`config.mk`:
```
export PLATFORM = sky130hd
export DESIGN_NAME = fp_add_issuer
export DESIGN_NICKNAME = d
export VERILOG_FILES = /design/src/rtl/fp_add_issuer.sv
export SDC_FILE = /design/constraint.sdc
export NUM_CORES = 1
export LEC_CHECK = 0
export ABC_AREA = 1
export CAP_MARGIN = 30
export CORE_MARGIN = 4
export CORE_UTILIZATION = 58
export CTS_CLUSTER_SIZE = 28
export DETAILED_ROUTE_END_ITERATION = 6
export GPL_ROUTABILITY_DRIVEN = 0
export PLACE_DENSITY = 0.9
export SLEW_MARGIN = 20
export SYNTH_ARGS = -nofsm -noshare
export SYNTH_HDL_FRONTEND = slang
export SYNTH_SLANG_ARGS = --single-unit
```
`constraint.sdc`:
```
create_clock -name i_clk -period 7.5 [get_ports i_clk]
set_input_delay 0.75 -clock i_clk [delete_from_list [all_inputs] [get_ports i_clk]]
set_output_delay 0.75 -clock i_clk [all_outputs]
set_load 0.01 [all_outputs]
```
`src/rtl/fp_add_issuer.sv`:
```
// Operand-side issuer for the adder datapath: queues operand pairs, issues one at a
// time with a Go pulse, captures the sum on FlagResult and flags a missing response.
module fp_add_issuer #(
  parameter int EXPBITS      = 8,
  parameter int MANTISSABITS = 23,
  parameter int DEPTH        = 4,
  parameter int TIMEOUT      = 64,
  localparam int W           = 1 + EXPBITS + MANTISSABITS
) (
  input  logic         i_clk,
  input  logic         i_rst,
  input  logic         i_in_valid,
  output logic         o_in_ready,
  input  logic [W-1:0] i_operand_a,
  input  logic [W-1:0] i_operand_b,
  output logic         o_go,
  output logic [W-1:0] o_add_a,
  output logic [W-1:0] o_add_b,
  input  logic         i_flag_result,
  input  logic [W-1:0] i_add_result,
  output logic         o_out_valid,
  input  logic         i_out_ready,
  output logic [W-1:0] o_result,
  output logic         o_busy,
  output logic         o_error
);

  localparam int AW = $clog2(DEPTH);
  localparam int CW = AW + 1;
  localparam int TW = $clog2(TIMEOUT) + 1;

  typedef enum logic [1:0] {S_IDLE, S_ISSUE, S_WAIT, S_DONE} state_t;

  state_t         r_state, w_next;
  logic [W-1:0]   r_fifo_a [DEPTH];
  logic [W-1:0]   r_fifo_b [DEPTH];
  logic [AW-1:0]  r_wr_ptr, r_rd_ptr;
  logic [CW-1:0]  r_count;
  logic [TW-1:0]  r_tcnt;
  logic           r_go, r_out_valid, r_error;
  logic [W-1:0]   r_add_a, r_add_b, r_result;

  logic w_push, w_pop, w_empty, w_capture, w_timeout, w_flag_err;

  // Ready ignores a same-cycle pop: a full FIFO never passes data through.
  assign o_in_ready = (r_count < CW'(DEPTH)) && !i_rst;
  assign w_push     = i_in_valid && o_in_ready;
  assign w_empty    = (r_count == '0);
  assign o_busy     = (r_state != S_IDLE) || !w_empty;
  assign w_flag_err = i_flag_result && (r_state != S_WAIT);

  assign o_go        = r_go;
  assign o_add_a     = r_add_a;
  assign o_add_b     = r_add_b;
  assign o_out_valid = r_out_valid;
  assign o_result    = r_result;
  assign o_error     = r_error;

  always_ff @(posedge i_clk) begin
    if (i_rst) r_state <= S_IDLE;
    else       r_state <= w_next;
  end

  always_comb begin
    w_next    = r_state;
    w_pop     = 1'b0;
    w_capture = 1'b0;
    w_timeout = 1'b0;
    case (r_state)
      S_IDLE: begin
        if (!w_empty) begin
          w_next = S_ISSUE;
          w_pop  = 1'b1;
        end
      end
      S_ISSUE: w_next = S_WAIT;
      S_WAIT: begin
        // The counter's next value hitting TIMEOUT-1 puts the abort TIMEOUT edges after Go.
        if (i_flag_result) begin
          w_next    = S_DONE;
          w_capture = 1'b1;
        end else if (r_tcnt == TW'(TIMEOUT - 2)) begin
          w_next    = S_IDLE;
          w_timeout = 1'b1;
        end
      end
      S_DONE: begin
        if (r_out_valid && i_out_ready) begin
          if (!w_empty) begin
            w_next = S_ISSUE;
            w_pop  = 1'b1;
          end else begin
            w_next = S_IDLE;
          end
        end
      end
      default: w_next = S_IDLE;
    endcase
  end

  always_ff @(posedge i_clk) begin
    if (w_push) begin
      r_fifo_a[r_wr_ptr] <= i_operand_a;
      r_fifo_b[r_wr_ptr] <= i_operand_b;
    end
  end

  always_ff @(posedge i_clk) begin
    if (i_rst) begin
      r_wr_ptr    <= '0;
      r_rd_ptr    <= '0;
      r_count     <= '0;
      r_tcnt      <= '0;
      r_go        <= 1'b0;
      r_add_a     <= '0;
      r_add_b     <= '0;
      r_result    <= '0;
      r_out_valid <= 1'b0;
      r_error     <= 1'b0;
    end else begin
      if (w_push) r_wr_ptr <= r_wr_ptr + AW'(1);
      if (w_pop) begin
        r_add_a  <= r_fifo_a[r_rd_ptr];
        r_add_b  <= r_fifo_b[r_rd_ptr];
        r_rd_ptr <= r_rd_ptr + AW'(1);
      end
      r_count <= r_count + CW'(w_push) - CW'(w_pop);
      r_go    <= w_pop;

      if (r_state == S_ISSUE)     r_tcnt <= '0;
      else if (r_state == S_WAIT) r_tcnt <= r_tcnt + TW'(1);

      if (w_capture) begin
        r_result    <= i_add_result;
        r_out_valid <= 1'b1;
      end else if (r_out_valid && i_out_ready) begin
        r_out_valid <= 1'b0;
      end

      if (w_flag_err || w_timeout) r_error <= 1'b1;
    end
  end

endmodule

```
Word level (Yosys, flattened, before mapping)
Memories as Yosys holds them, arrays and structs flattened. A register that Yosys moved wholly into a read port is not among the register bits.
Cells that the tools add are included.
- bits in latches: 0
- output and inout port bits: 101
- word-level logic and storage cells: 57
- memories kept: 2
- register bits: 51
- ROM bits: 0
- memory bits (writable): 256
- bits of input ports: 101
- add/subtract/negate cells: 5
- equality and inequality tests: 8
- bitwise logic cells: 0
- reduce and logical (&&, ||, !) cells: 14
- $lt $le $gt $ge: 1
- shift-type cells: 0
- divide/modulo/power cells: 0
- mux-type cells: 18
- multipliers: 0
- memories (memory ; words ; bits a word ; read ports ; clocked after memory_dff ; wr ports ; line ; text):
    r_fifo_a ; 4 ; 32 ; 1 ; 1 ; 1 ; 35 ; logic [W-1:0] r_fifo_a [DEPTH];
    r_fifo_b ; 4 ; 32 ; 1 ; 1 ; 1 ; 36 ; logic [W-1:0] r_fifo_b [DEPTH];
- operators by type and width (kind ; count):
    1-bit 2-to-1 mux ; 12
    2-bit 2-to-1 mux ; 4
    2-bit case mux with 4 select lines ; 1
    7-bit by 1-bit adder with 7-bit output, second input constant ; 1
    7-bit by 6-bit equality test with 1-bit output, second input constant ; 1
    2-bit != test, second input constant ; 3
    2-bit by 1-bit adder with 2-bit output, second input constant ; 2
    2-bit equality test, second input constant ; 2
    1-bit logical AND ; 4
    2-bit nonzero test ; 2
    3-bit by 1-bit adder with 3-bit output ; 1
    3-bit zero test ; 1
    3-bit less-than comparator, second input constant ; 1
    3-bit != test, second input constant ; 1
    3-bit AND reduction ; 1
    3-bit by 1-bit subtractor with 3-bit output ; 1
    2-bit by 1-bit equality test with 1-bit output, second input constant ; 1
    1-bit zero test ; 2
    2-bit zero test ; 1
    1-bit logical OR ; 2
    1-bit case mux with 2 select lines ; 1
    2-bit OR reduction ; 1

Longest topological paths before layout
- depth after elaboration: 5
- mapped depth: 16
- gate-level depth less buffers: 14

Worst setup path after synthesis
Ideal clock, no wire load.
- kind: input-to-reg
- start: in i_rst
- end: mem r_fifo_a[0][0] (netlist name), enable pin
- required time: 7.013 ns
- arrival: 4.030 ns
- setup time: 0.487 ns
- path slack: 2.984 ns
- path buffers: 1
- stages: 4
- cell sequence: buf_2 nor2_1 nand2_1 nor2_1
- cells in the longest elaborated chain, start to end: 5
- ends and longest elaborated chain (what ; line ; text):
    start, declared ; 11 ; input logic i_rst,
    1-bit zero test ; 46 ; assign o_in_ready = (r_count < CW'(DEPTH)) && !i_rst;
    1-bit logical AND ; 46 ;
    net o_in_ready ; 13 ; output logic o_in_ready,
    1-bit logical AND ; 47 ; assign w_push = i_in_valid && o_in_ready;
    1-bit 2-to-1 mux ; 102 ; if (w_push) begin
    1-bit 2-to-1 mux (implied by the code) ; 103 ; r_fifo_a[r_wr_ptr] <= i_operand_a;
    end, declared ; 35 ;
The timed path passes the listed nets, and every way through them passes these cells.

Final worst setup path
- start: in i_out_ready
- end: reg r_count[2]
- cells in the longest elaborated chain, start to end: 4
- ends and longest elaborated chain (what ; line ; text):
    start, declared ; 22 ; input logic i_out_ready,
    1-bit logical AND ; 88 ; if (r_out_valid && i_out_ready) begin
    1-bit 2-to-1 mux ; 88 ;
    1-bit case mux with 2 select lines ; 69 ; case (r_state)
    3-bit by 1-bit subtractor with 3-bit output ; 127 ; r_count <= r_count + CW'(w_push) - CW'(w_pop);
    end signal, assigned ; 127 ;
    end, declared ; 38 ; logic [CW-1:0] r_count;
Every way passes these cells.
A chain may end at the register's enable or synchronous reset.

==> results_dict.tcl <==
set metrics [dict create \
    crit_buf_inv 6 \
    grt_usage_pct 23.8 \
    crit_fanout 67 \
    numCtsBuffers 37 \
    finalSetupTns_ns 0 \
    cts_hold_buf 0 \
    synth_cell_types 29 \
    hold_viol 0 \
    min_period_ns 3.16 \
    worst_setup_path_start_kind "primary input" \
    port_buffers 201 \
    slew_headroom_pct 36.0 \
    max_freq_mhz 316 \
    hp-class "flip-flop to flip-flop" \
    rows 56 \
    grtUsageMet3_pct 5.30 \
    antenna_cells 0 \
    die_area_um2 26700 \
    maxCapViolCount 0 \
    path_class "primary input to flip-flop" \
    worstPathArrival_ns 3.60 \
    setup_viol 0 \
    grt_use_met1_pct 29.8 \
    clock_path_buffers 3 \
    first_pass_iters 5 \
    power_leakage_uw 0.00616 \
    final_common_cell "nor2_1" \
    postSynthAreaPerCell_um2 11.3 \
    clock_sinks 371 \
    rsz0062_at_grt "false" \
    nets 1539 \
    synthToLayoutAreaGrowth_pct 24.2 \
    synthTopCellsByArea "edfxtp_1 (55%), dfxtp_1 (16%), nor2_1 (11%), o21ai_0 (8.3%), o21ai_1 (2.2%)" \
    routedWlPerCell_um 18.2 \
    drive_gt1_share_pct 5.71 \
    cp_cell_sequence "clkdlybuf4s50_1 -> nand2_1 -> o21ai_2 -> inv_2 -> nor2_4 -> buf_4 -> ha_1 -> inv_1 -> ha_1 -> inv_1 -> fa_1 -> inv_1 -> o21ai_0 -> a21oi_1" \
    die_y_um 163 \
    cts_tree "yes" \
    clock_skew_ns 0.0208 \
    post_cts_resized 0 \
    die_width_um 163 \
    via_per_inst 5.54 \
    synth_area_um2 14000 \
    grt_pass1_vias 9995 \
    slew_viol_final 0 \
    mostFrequentLayoutCells "nor2_1 (404), edfxtp_1 (256), o21ai_0 (233)" \
    critPathTopFamily "buffers and inverters" \
    synth_cells 1245 \
    endpoint_kind "flip-flop" \
    io_pins 202 \
    crit_start "i_out_ready" \
    critPathMaxStageDelay_ns 0.57 \
    cts_root_buf "clkbuf_16" \
    grt_first_pass_wirelength_um 50600 \
    ys_seq_elements 371 \
    cp.required_ns 7.93 \
    vias 9816 \
    cp_common_cell "inv_1" \
    wirelength_um 32200 \
    drc 0 \
    met2_usage_pct 40.9 \
    p_per_area_nw_per_um2 340 \
    critical-path-slowest-cell "buf_4" \
    path_clk_slew_ns 0.06 \
    min_period_over_period_pct 42.2 \
    synth_top_area_cell "edfxtp_1" \
    initial_core_util_pct 59.3 \
    ir_worst_vdd_uv 194 \
    regToRegStartpoint "r_state[0]$_SDFFE_PP0P_" \
    grt_max_degree 77 \
    worst_pin_slew_ns 0.960 \
    outcome "finished clean" \
    hp-start "o_error$_SDFFE_PP0P_" \
    cts_htree_levels 2 \
    grt.overflow.total 0 \
    antenna_found_initial 0 \
    postRouteAntennaNets 0 \
    busiest_layer "met2" \
    syn_nets 1360 \
    core_um2 23600 \
    post-cts-setup-buffers 0 \
    synth_top_cell_area_share_pct 54.9 \
    first_iter_violations 1194 \
    synth-seq-area-share_pct 71.3 \
    yosysWarnings 0 \
    finish.utilization_pct 73.7 \
    dp_hpwl_um 18900 \
    clock_latency_ns 0.53 \
]
[path summary, 6_finish.rpt]
path / slack (ns) / to / depth (start not counted)
worst max-delay path: 4.34 / r_count[2]$_SDFF_PP0_ / 14
worst min register to register: 0.47 / o_error$_SDFFE_PP0P_ / 2
worst max register to register: 4.36 / r_count[2]$_SDFF_PP0_ / 14
worst min-delay path: 0.47 / o_error$_SDFFE_PP0P_ / 2
[where the power goes]
| part | internal (µW) | total (µW) | switching (µW) |
|---|---|---|---|
| Combinational | 601 | 1600 | 995 |
| Clock | 1070 | 1820 | 743 |
| Sequential | 2390 | 2510 | 121 |
| Total | 4060 | 5920 | 1860 |
[through the flow]
stage	worst slack, ns	cell area (µm²)	std cells	total power [µW]	hold WS, ns
final	4.34	17400	1772	5920	0.473
after global routing	4.11	17400	1772	6240	0.509
after CTS	4.43	17300	1769	5930	0.484
after detailed placement	3.97	16100	1701	4100	0.469
after global placement	4.00	16100	1699	4000	0.455
after floorplan	2.98	14000	1245	3570	0.480
[synthesized netlist by cell type (all sizes together)]
cell,count
edfxtp,256
ha,13
clkbuf,29
nand3,7
o21a,1
xnor2,1
nor3,2
a21oi,14
a211oi,1
nor2,409
o21ai,295
or2,1
inv,30
fa,1
xor2,2
dfxtp,115
nand2,21
buf,46
and3,1
[cell type report]
cell class | instances | area, µm²
multi-input combinational | 769 | 3500
timing repair buffer | 215 | 2190
sequential | 371 | 10000
inverter | 30 | 115
clock buffer | 57 | 1090
tap | 319 | 399
fill | 1459 | 6200
clock inverter | 11 | 115
[flip-flops by register name (all words and copies together), names as in the netlist]
register	flops
o_add_b	32
r_fifo_a	128
r_state	2
o_result	32
r_rd_ptr	2
r_tcnt	7
r_count	3
o_error	1
r_wr_ptr	2
r_fifo_b	128
o_go	1
o_add_a	32
o_out_valid	1
[worst min-delay path: cells and delay by family, from the launching register on]
kind	cells	cell delay (ns)
flops	1	0.32
simple gates	2	0.12
[metal layers]
layer	vias up	part of all wire [%]
met4	0	2.5
met2	399	50
met3	63	8.4
met5	-	0
met1	4710	40
li1	4644	-
[logic make-up (layout without fill, tap and decap cells)]
kind of cell               after synthesis  in the layout  share of synthesized area [%]
and+or+nand+nor                        441            441                           12.1
DFF                                    371            371                           71.3
AOI/OAI and AO/OA                      311            311                           11.2
adders and majority gates               14             14                           1.30
buffers and inverters                  105            313                           3.96
xor gates and xnor gates                 3              3                          0.188
No activity file was read; power rests on OpenSTA's default activity.
